**src/rtl/uart_rx.sv**
```systemverilog
// 8N1 UART receiver: two-flop input synchroniser, mid-bit sampling, stop-bit check,
// one-entry valid/ready holding register with sticky framing and overrun flags.
module uart_rx #(
    parameter int unsigned CLKS_PER_BIT = 16
) (
    input  logic       clk,
    input  logic       rst,
    input  logic       rx,
    output logic [7:0] data_out,
    output logic       valid,
    input  logic       ready,
    output logic       frame_err,
    output logic       overrun,
    input  logic       clr_err,
    output logic       busy
);

    localparam int unsigned HALF     = CLKS_PER_BIT / 2;
    localparam logic [7:0]  HALF_CNT = 8'(HALF - 1);
    localparam logic [7:0]  LAST_CNT = 8'(CLKS_PER_BIT - 1);

    localparam logic [2:0] ST_WAIT_IDLE = 3'd0;
    localparam logic [2:0] ST_IDLE      = 3'd1;
    localparam logic [2:0] ST_START     = 3'd2;
    localparam logic [2:0] ST_DATA      = 3'd3;
    localparam logic [2:0] ST_STOP      = 3'd4;

    logic       rx_meta_q;
    logic       rx_s_q;

    logic [2:0] state_q,     state_d;
    logic [7:0] cnt_q,       cnt_d;
    logic [3:0] bit_cnt_q,   bit_cnt_d;
    logic [7:0] shift_q,     shift_d;
    logic [7:0] data_q,      data_d;
    logic       valid_q,     valid_d;
    logic       frame_err_q, frame_err_d;
    logic       overrun_q,   overrun_d;
    logic       busy_q,      busy_d;

    // Both synchroniser stages reset to the idle level so reset never looks like a start bit.
    always_ff @(posedge clk) begin
        if (rst) begin
            rx_meta_q <= 1'b1;
            rx_s_q    <= 1'b1;
        end else begin
            rx_meta_q <= rx;
            rx_s_q    <= rx_meta_q;
        end
    end

    always_comb begin
        state_d     = state_q;
        cnt_d       = cnt_q;
        bit_cnt_d   = bit_cnt_q;
        shift_d     = shift_q;
        data_d      = data_q;
        valid_d     = valid_q;
        frame_err_d = frame_err_q;
        overrun_d   = overrun_q;

        if (clr_err) begin
            frame_err_d = 1'b0;
            overrun_d   = 1'b0;
        end

        if (valid_q && ready) begin
            valid_d = 1'b0;
        end

        // Flag set events are assigned after the clear so a coincident set wins.
        case (state_q)
            ST_WAIT_IDLE: begin
                if (rx_s_q) begin
                    state_d = ST_IDLE;
                end
            end
            ST_IDLE: begin
                if (!rx_s_q) begin
                    state_d = ST_START;
                    cnt_d   = 8'd0;
                end
            end
            ST_START: begin
                if (cnt_q == HALF_CNT) begin
                    cnt_d = 8'd0;
                    if (!rx_s_q) begin
                        state_d   = ST_DATA;
                        bit_cnt_d = 4'd0;
                    end else begin
                        state_d = ST_IDLE;
                    end
                end else begin
                    cnt_d = cnt_q + 8'd1;
                end
            end
            ST_DATA: begin
                if (cnt_q == LAST_CNT) begin
                    cnt_d     = 8'd0;
                    shift_d   = {rx_s_q, shift_q[7:1]};
                    bit_cnt_d = bit_cnt_q + 4'd1;
                    if (bit_cnt_q == 4'd7) begin
                        state_d = ST_STOP;
                    end
                end else begin
                    cnt_d = cnt_q + 8'd1;
                end
            end
            ST_STOP: begin
                if (cnt_q == LAST_CNT) begin
                    cnt_d = 8'd0;
                    if (rx_s_q) begin
                        state_d = ST_IDLE;
                        if (!valid_q || ready) begin
                            data_d  = shift_q;
                            valid_d = 1'b1;
                        end else begin
                            overrun_d = 1'b1;
                        end
                    end else begin
                        // A held-low line (break) must rise before another frame is accepted.
                        frame_err_d = 1'b1;
                        state_d     = ST_WAIT_IDLE;
                    end
                end else begin
                    cnt_d = cnt_q + 8'd1;
                end
            end
            default: begin
                state_d = ST_WAIT_IDLE;
                cnt_d   = 8'd0;
            end
        endcase

        busy_d = (state_d == ST_START) || (state_d == ST_DATA) || (state_d == ST_STOP);
    end

    always_ff @(posedge clk) begin
        if (rst) begin
            state_q     <= ST_WAIT_IDLE;
            cnt_q       <= 8'd0;
            bit_cnt_q   <= 4'd0;
            shift_q     <= 8'd0;
            data_q      <= 8'd0;
            valid_q     <= 1'b0;
            frame_err_q <= 1'b0;
            overrun_q   <= 1'b0;
            busy_q      <= 1'b0;
        end else begin
            state_q     <= state_d;
            cnt_q       <= cnt_d;
            bit_cnt_q   <= bit_cnt_d;
            shift_q     <= shift_d;
            data_q      <= data_d;
            valid_q     <= valid_d;
            frame_err_q <= frame_err_d;
            overrun_q   <= overrun_d;
            busy_q      <= busy_d;
        end
    end

    assign data_out  = data_q;
    assign valid     = valid_q;
    assign frame_err = frame_err_q;
    assign overrun   = overrun_q;
    assign busy      = busy_q;

endmodule

```
**config.mk**
```make
export PLATFORM = sky130hd
export DESIGN_NAME = uart_rx
export DESIGN_NICKNAME = d
export VERILOG_FILES = /design/src/rtl/uart_rx.sv
export SDC_FILE = /design/constraint.sdc
export NUM_CORES = 1
export LEC_CHECK = 0
export CAP_MARGIN = 20
export CORE_MARGIN = 2
export CORE_UTILIZATION = 60
export DETAILED_ROUTE_END_ITERATION = 8
export PLACE_DENSITY = 0.83
export SKIP_CTS_REPAIR_TIMING = 1
export SLEW_MARGIN = 20
export SYNTH_ARGS = -nofsm -noshare
export SYNTH_HDL_FRONTEND = slang
export SYNTH_SLANG_ARGS = --single-unit
```
**constraint.sdc**
```tcl
create_clock -name clk -period 3.05 [get_ports clk]
set_input_delay 0.4575 -clock clk [delete_from_list [all_inputs] [get_ports clk]]
set_output_delay 0.4575 -clock clk [all_outputs]
set_load 0.1 [all_outputs]
```
== Word-level counts from Yosys, hierarchy flattened ==
Index checks and enable logic that the tools add are counted.

* Register bits: 37
* Input port bits: 5
* Output and inout bits: 12
* Word-level logic and storage cells: 71

* $add $sub $neg: 2
* Equality and inequality tests: 14
* Mux-type cells: 31
* Bitwise logic cells: 1
* Reduce and logical (&&, ||, !) cells: 12

{| class="wikitable"
|+ Operators by type and width
! cell !! number
|-
| $pmux 8 s4 || 1
|-
| $mux 8 || 3
|-
| $mux 3 || 6
|-
| $mux 1 || 15
|-
| $pmux 3 s5 || 1
|-
| $eq 3x2->1 const B || 4
|-
| $mux 4 || 3
|-
| $add 8x1->8 const B || 1
|-
| $eq 8x3->1 const B || 1
|-
| $eq 8x4->1 const B || 1
|-
| $ne 2x2->1 const B || 4
|-
| $pmux 4 s2 || 1
|-
| $reduce_and 4->1 || 2
|-
| $eq 3x3->1 const B || 2
|-
| $add 4x1->4 const B || 1
|-
| $eq 4x3->1 const B || 1
|-
| $reduce_and 2->1 || 2
|-
| $eq 3x1->1 const B || 1
|-
| $logic_not 3->1 || 1
|-
| $logic_or 1x1->1 || 3
|-
| $mux 2 || 1
|-
| $reduce_bool 2->1 || 1
|-
| $reduce_or 2->1 || 1
|-
| $logic_and 1x1->1 || 1
|-
| other kinds (2) || 2
|}

== Longest topological paths before layout ==
Gate-level depths: netlist of run 1.

* Depth in word-level cells: 7
* Depth in mapped cells: 6
* Mapped depth without buffers: 5

== Worst setup path before layout of run 1 ==
Ideal clock, no wire load.

* Kind: register -> register
* Start: register cnt_q[0]
* End: register cnt_q[0]
* Library setup time: 144 ps
* Data arrival time: 1582 ps
* Path slack: 1324 ps
* Stages on the path, launching flop included: 6
* Buffers on the path: 0
* Cells stage by stage: dfxtp_1 -> ha_1 -> nor2b_1 -> nand2_1 -> o311ai_1 -> nor2_1

* Word-level cells in the longest chain between the ends: 3
* Elaborated cells between the ends (all ways): 6
* Classes of those cells: 1 x add/sub; 2 x eq/ne; 3 x mux

{| class="wikitable"
|+ RTL lines
! element !! line !! RTL
|-
| start, declared || 32 || <nowiki>logic [7:0] cnt_q, cnt_d;</nowiki>
|-
| start signal, assigned || 151 || <nowiki>cnt_q <= cnt_d;</nowiki>
|-
| $add 8x1->8, or another cell as far along || 94, 106, 126 ||
|-
| $mux 8 (on tied branches) || 98, 110, 85 ||
|-
| $pmux 8 s4 * || 72 || <nowiki>case (state_q)</nowiki>
|}

Mark *: on every way between the ends. The rest lies on a longest branch, timed or not.
A chain may end at the register's enable or synchronous reset.

== Worst setup path in the final report of run 1 ==
* Start: register cnt_q[0]
* End: register cnt_q[4]

Same word-level chain as after synthesis.

==> qor.csv, run 1 <==
metric,value,unit
status,"finished, final reports clean",
power.share.sequential,0.556,
timing_worst_slew_pin_value,0.926,ns
wl_per_cell,13.8,um
yosysSeqAreaShare,0.427,
first_iter_violations,45,
cp.required,3.25,ns
io_pins,17,
cts_sinks,37,
core-area,2760,um2
worst_setup_path_end_kind,flip-flop,
design.die.area,3330,um2
clk_pin_slew,0.10,ns
worstPathArrival,2.33,ns
antenna_found_initial,0,
p_sw_frac,0.212,
cp-start-kind,flip-flop,
synth_edf_count,0,
syn_inst,190,
internal-power,0.700,mW
vdd_drop_max,449,uV
fin_tns_setup,0,ns
async_flop_share,0,
critical_path_class,flip-flop to flip-flop,
p_per_area,457,nW/um2
die_y,57.7,um
period_share,0.699,
finalCriticalPeriod,2.13,ns
final_layout_size_suffix_gt1_frac,0.164,
via_per_inst,5.70,
final_cells,238,
area_delta_synth_final,12.0,%
grt_max_degree,19,
cts_buffers,5,
ys.flop_type,dfxtp_1,
cp_cell_sequence,"ha_1, nor2b_1, nand2_1, o311ai_1, nor2_1",
slowest_stage,o311ai_1,
cts_root_buf,clkbuf_4,
io_buffers,16,
htreeDepth,2,
track_usage,0.214,
route.detailed.drc,0,
fmax,469,MHz
hp-class,flip-flop to flip-flop,
ys.warnings.count,0,
drv_cap,0,
gp_congestion,0.877,
routed-via-count,1356,
rsz0062_at_grt,no,
clockBufferDepth,2,
pwr-share-clk,0.396,
firstDrtPassIters,4,
final_antenna_net_count,0,
num_rows,19,
holdWs,0.428,ns
path_buf_inv,0,
finalPower,0.888,mW
cpPeakStageDelay,0.83,ns
wirelength,3.28,mm
dieWidth,57.7,um
initial_core_util,0.628,
place_hpwl,2.43,mm
max_slew_margin,0.373,
p_leak,0.667,nW
nNetsFinal,213,
ys_ff_latch,37,
p_sw,0.188,mW
insertion_delay,0.34,ns
grt_pass1_vias,1309,
syn_avg_cell_area,9.12,um2
cpLargestDelayFamily,compound AO/OA/AOI/OAI gates,
clock_skew,0.00915,ns
synth_cell_types,48,
syn_nets,197,
slew_viol_final,0,
cts_tree,built,
grt_pass1_wl,5.46,mm
worstPathMaxFanout,7,
syn_area,1730,um2
finalSetupViolCount,0,
diodes,0,
power.share.combinational,0.048,
grt_overflow,0,
post-place-cells,230,
hold_violations,0,
fill_cells,202,
-- synthesized netlist by cell type, types with 2 or more instances --
master | number | share of area
buf_6 | 3 | 0.019
and2_1 | 2 | 0.0072
or2_2 | 3 | 0.011
mux2i_1 | 19 | 0.11
nand4_1 | 2 | 0.0072
inv_1 | 3 | 0.0065
nor3_1 | 2 | 0.0058
ha_1 | 2 | 0.014
o21ai_0 | 3 | 0.0087
a211oi_1 | 3 | 0.013
nand2_1 | 25 | 0.054
nand3_1 | 4 | 0.012
nand3b_1 | 3 | 0.013
nor2_1 | 24 | 0.052
buf_4 | 2 | 0.0087
a21oi_1 | 7 | 0.020
a211o_1 | 2 | 0.010
xnor2_1 | 6 | 0.030
nand2b_1 | 6 | 0.022
dfxtp_1 | 37 | 0.43
nor2b_1 | 3 | 0.011
clkbuf_1 | 2 | 0.0043
clkbuf_2 | 2 | 0.0058
-- layout by cell type, fill, tap and decap left out, types with 2 or more instances in the layout --
cell type,Yosys,final
a211o_1,2,2
a211oi_1,3,3
a21oi_1,7,7
and2_1,2,2
buf_4,2,16
clkbuf_4,0,5
clkdlybuf4s50_1,0,4
dfxtp_1,37,37
ha_1,2,2
inv_1,3,3
mux2i_1,19,19
nand2_1,25,25
nand2b_1,6,6
nand3_1,4,4
nand3b_1,3,3
nand4_1,2,2
nor2_1,24,24
nor2b_1,3,3
nor3_1,2,2
o21ai_0,3,3
or2_2,3,3
xnor2_1,6,6
-- metrics by stage --
step	setup WS (ns)	utilization	area (um2)
floorplan	1.32	-	1730
global placement	1.11	0.672	1850
detailed placement	0.960	0.672	1850
CTS	0.944	0.704	1940
global route	0.746	0.704	1940
finish	0.917	0.704	1940
-- power by group through the flow --
stage	combinational, mW	clock (mW)	sequential (mW)
2_1_floorplan	0.0318	0	0.503
3_3_place_gp	0.0410	0	0.504
3_5_place_dp	0.0416	0	0.504
4_1_cts	0.0420	0.365	0.493
5_1_grt	0.0461	0.384	0.495
6_report	0.0422	0.352	0.494
-- state kept, by name, indices dropped and copies added, names as in the netlist --
| register | flops |
|---|---|
| shift_q | 8 |
| cnt_q | 8 |
| rx_meta_q | 1 |
| data_out | 8 |
| rx_s_q | 1 |
| state_q | 3 |
| overrun | 1 |
| valid | 1 |
| bit_cnt_q | 4 |
| frame_err | 1 |
| busy | 1 |
-- worst reg2reg max path, stage by stage (launching register included) --
cell and delay [ns]:
dfxtp_1 0.39, ha_1 0.24, nor2b_1 0.31, nand2_1 0.12
o311ai_1 0.83, nor2_1 0.11
-- cells by family after synthesis --
| family | count (synthesis) | share of synthesized area |
|---|---|---|
| xor gates and xnor gates | 6 | 0.0303 |
| AOI/OAI and AO/OA | 28 | 0.120 |
| muxes | 19 | 0.110 |
| and+or+nand+nor | 83 | 0.243 |
| DFF | 37 | 0.427 |
| adders and majority gates | 2 | 0.0144 |
| buffers and inverters | 15 | 0.0549 |
-- path summary, 6_finish.rpt --
path                            startpoint       end  slack (ns)  cells past startpoint
worst max-delay path              cnt_q[0]  cnt_q[4]        0.92                      5
worst min-delay path             rx_meta_q    rx_s_q        0.43                      1
worst max register to register    cnt_q[0]  cnt_q[4]        0.92                      5
worst min register to register   rx_meta_q    rx_s_q        0.43                      1
-- cell type report --
class | count | area [um2] | share of cell area
Inverter | 4 | 15.0 | 0.00774
Tap cell | 31 | 38.8 | 0.0200
Clock buffer | 6 | 51.3 | 0.0264
Multi-Input combinational cell | 138 | 897 | 0.462
Timing Repair Buffer | 20 | 160 | 0.0825
Clock inverter | 2 | 37.5 | 0.0193
Sequential cell | 37 | 741 | 0.382
-- per-layer routing --
layer | GRT usage | part of all wire
met4 | 0.0897 | 0.022
met5 | 0 | 0
met1 | 0.262 | 0.48
met2 | 0.339 | 0.46
met3 | 0.0804 | 0.045
Note: power is estimated with default switching activity, not from simulation.
==> inputs of run 2 (changes only) <==
--- a/config.mk
+++ b/config.mk
@@ -7,9 +7,9 @@
 export LEC_CHECK = 0
 export CAP_MARGIN = 20
 export CORE_MARGIN = 2
-export CORE_UTILIZATION = 60
+export CORE_UTILIZATION = 55
 export DETAILED_ROUTE_END_ITERATION = 8
-export PLACE_DENSITY = 0.83
+export PLACE_DENSITY = 0.77
 export SKIP_CTS_REPAIR_TIMING = 1
 export SLEW_MARGIN = 20
 export SYNTH_ARGS = -nofsm -noshare
==> constraint.sdc (replaced) <==
create_clock -name clk -period 2.2 [get_ports clk]
set_input_delay 0.33 -clock clk [delete_from_list [all_inputs] [get_ports clk]]
set_output_delay 0.33 -clock clk [all_outputs]
set_load 0.1 [all_outputs]
==> qor.csv, run 2 (synthesis results as in run 1) <==
metric,value,unit,change
final_layout_size_suffix_gt1_frac,0.168,,was 0.164
fmax,531,MHz,was 469 MHz
post_dp_cell_area,1880,um2,was 1850 um2
cts_root_buf,clkbuf_4,,unchanged
post-place-cells,244,,was 230
routed-via-count,1383,,was 1356
slew_viol_final,0,,unchanged
dieWidth,60.1,um,was 57.7 um
gp_congestion,0.840,,was 0.877
max_slew_margin,0.638,,was 0.373
holdWs,0.449,ns,was 0.428 ns
grt_max_degree,18,,was 19
core-area,3030,um2,was 2760 um2
clockBufferDepth,2,,unchanged
insertion_delay,0.35,ns,was 0.34 ns
diodes,0,,unchanged
drv_cap,0,,unchanged
num_rows,20,,was 19
utilization,0.649,,was 0.704
htreeDepth,2,,unchanged
area_delta_synth_final,13.4,%,was 12.0%
final_area,1960,um2,was 1940 um2
io_buffers,16,,unchanged
cp_cell_sequence,"ha_1, nor2b_1, o2111ai_2, or3_1, a211oi_2",,"was ha_1, nor2b_1, nand2_1, o311ai_1, nor2_1"
cts_buffers,5,,unchanged
hold_violations,0,,unchanged
rsz0062_at_grt,no,,unchanged
critical_path_class,flip-flop to flip-flop,,unchanged
worstPathArrival,2.16,ns,was 2.33 ns
io_pins,17,,unchanged
cp-startpoint,cnt_q[1],,was cnt_q[0]
crit_cells,5,,unchanged
die_y,60.1,um,was 57.7 um
place_ws,0.353,ns,was 0.960 ns
hp-class,flip-flop to flip-flop,,unchanged
cts_tree,built,,unchanged
cpPeakStageDelay,0.41,ns,was 0.83 ns
final_common_cell,dfxtp_1,,unchanged
critPathCapture,bit_cnt_q[3],,was cnt_q[4]
period_share,0.856,,was 0.699
final_antenna_net_count,0,,unchanged
rrSetupSlack,0.32,ns,was 0.92 ns
place_hpwl,2.37,mm,was 2.43 mm
vdd_drop_max,427,uV,was 449 uV
final_cell_mix,"dfxtp_1 (37), nand2_1 (25), nor2_1 (24)",,unchanged
timing_worst_slew_pin_value,0.529,ns,was 0.926 ns
final_cells,252,,was 238
slowest_stage,or3_1,,was o311ai_1
fin_tns_setup,0,ns,unchanged
antenna_found_initial,0,,unchanged
wl_per_cell,12.8,um,was 13.8 um
worstPathMaxFanout,5,,was 7
track_usage,0.205,,was 0.214
finalPower,1.24,mW,was 0.888 mW
finalSetupViolCount,0,,unchanged
grt_overflow,0,,unchanged
worstReg2RegStart,cnt_q[1],,was cnt_q[0]
path_buf_inv,0,,unchanged
nNetsFinal,214,,was 213
cts_sinks,37,,unchanged
grt_pass1_wl,5.49,mm,was 5.46 mm
wirelength,3.24,mm,was 3.28 mm
via_per_inst,5.49,,was 5.70
firstDrtPassIters,4,,unchanged
r2r-end,bit_cnt_q[3],,was cnt_q[4]
status,"finished, final reports clean",,unchanged
first_iter_violations,48,,was 45
p_leak,0.672,nW,was 0.667 nW
cp-start-kind,flip-flop,,unchanged
worst_setup_path_end_kind,flip-flop,,unchanged
clock_skew,0.00975,ns,was 0.00915 ns
p_per_area,633,nW/um2,was 457 nW/um2
cpLargestDelayFamily,simple AND/OR/NAND/NOR gates,,was compound AO/OA/AOI/OAI gates
finalWorstSetupSlack,0.318,ns,was 0.917 ns
cp.required,2.47,ns,was 3.25 ns
design.die.area,3620,um2,was 3330 um2
finalCriticalPeriod,1.88,ns,was 2.13 ns
route.detailed.drc,0,,unchanged
clk_pin_slew,0.11,ns,was 0.10 ns
ff2ff_path_depth,5,,unchanged
grt_pass1_vias,1275,,was 1309
initial_core_util,0.572,,was 0.628
[run 2: layout make-up]
class,instances,area [um2]
well taps,44,55.1
inverters,4,15.0
repair buffers,21,168
flip-flops and latches,37,741
multi-input cells,138,897
clock buffers,6,51.3
clock inverters,2,37.5
fillers,271,1060
[run 2: worst register-to-register path, cell delays in order, from the launching register on]
cell and delay [ns]:
dfxtp_1 0.38, ha_1 0.24, nor2b_1 0.32, o2111ai_2 0.24
or3_1 0.41, a211oi_2 0.22
[run 2: metal layers]
layer  routed length (um)  share of wire  global-route usage  vias up
met5                    0              0                   0        -
met4                   72          0.022               0.114        0
met3                  117          0.036              0.0455        7
met2                 1640           0.51               0.346       30
met1                 1400           0.43               0.237      652
li1                     -              -                   -      694
[run 2: worst min path at each step]
| stage | cells after the start | endpoint | from | slack [ns] |
|---|---|---|---|---|
| 2_1_floorplan | 1 | rx_s_q | rx_meta_q | 0.39 |
| 3_5_place_dp | 1 | rx_s_q | rx_meta_q | 0.42 |
| 6_report | 1 | rx_s_q | rx_meta_q | 0.45 |
| 5_1_grt | 1 | rx_s_q | rx_meta_q | 0.48 |
| 4_1_cts | 1 | rx_s_q | rx_meta_q | 0.45 |
| 3_3_place_gp | 1 | rx_s_q | rx_meta_q | 0.40 |
[run 2: power by group]
group / switching, mW / internal [mW]
sequential: 0.00869 / 0.676
combinational: 0.0339 / 0.0257
clock: 0.229 / 0.270
total: 0.271 / 0.971
==> inputs of run 3 (changes only) <==
--- a/config.mk
+++ b/config.mk
@@ -9,9 +9,9 @@
 export CORE_MARGIN = 2
 export CORE_UTILIZATION = 55
 export DETAILED_ROUTE_END_ITERATION = 8
+export HOLD_SLACK_MARGIN = 0.12
 export PLACE_DENSITY = 0.77
 export SKIP_CTS_REPAIR_TIMING = 1
-export SLEW_MARGIN = 20
 export SYNTH_ARGS = -nofsm -noshare
 export SYNTH_HDL_FRONTEND = slang
 export SYNTH_SLANG_ARGS = --single-unit
==> results of run 3 <==
No change in the layout: final DEF, timing and power equal those of run 2.
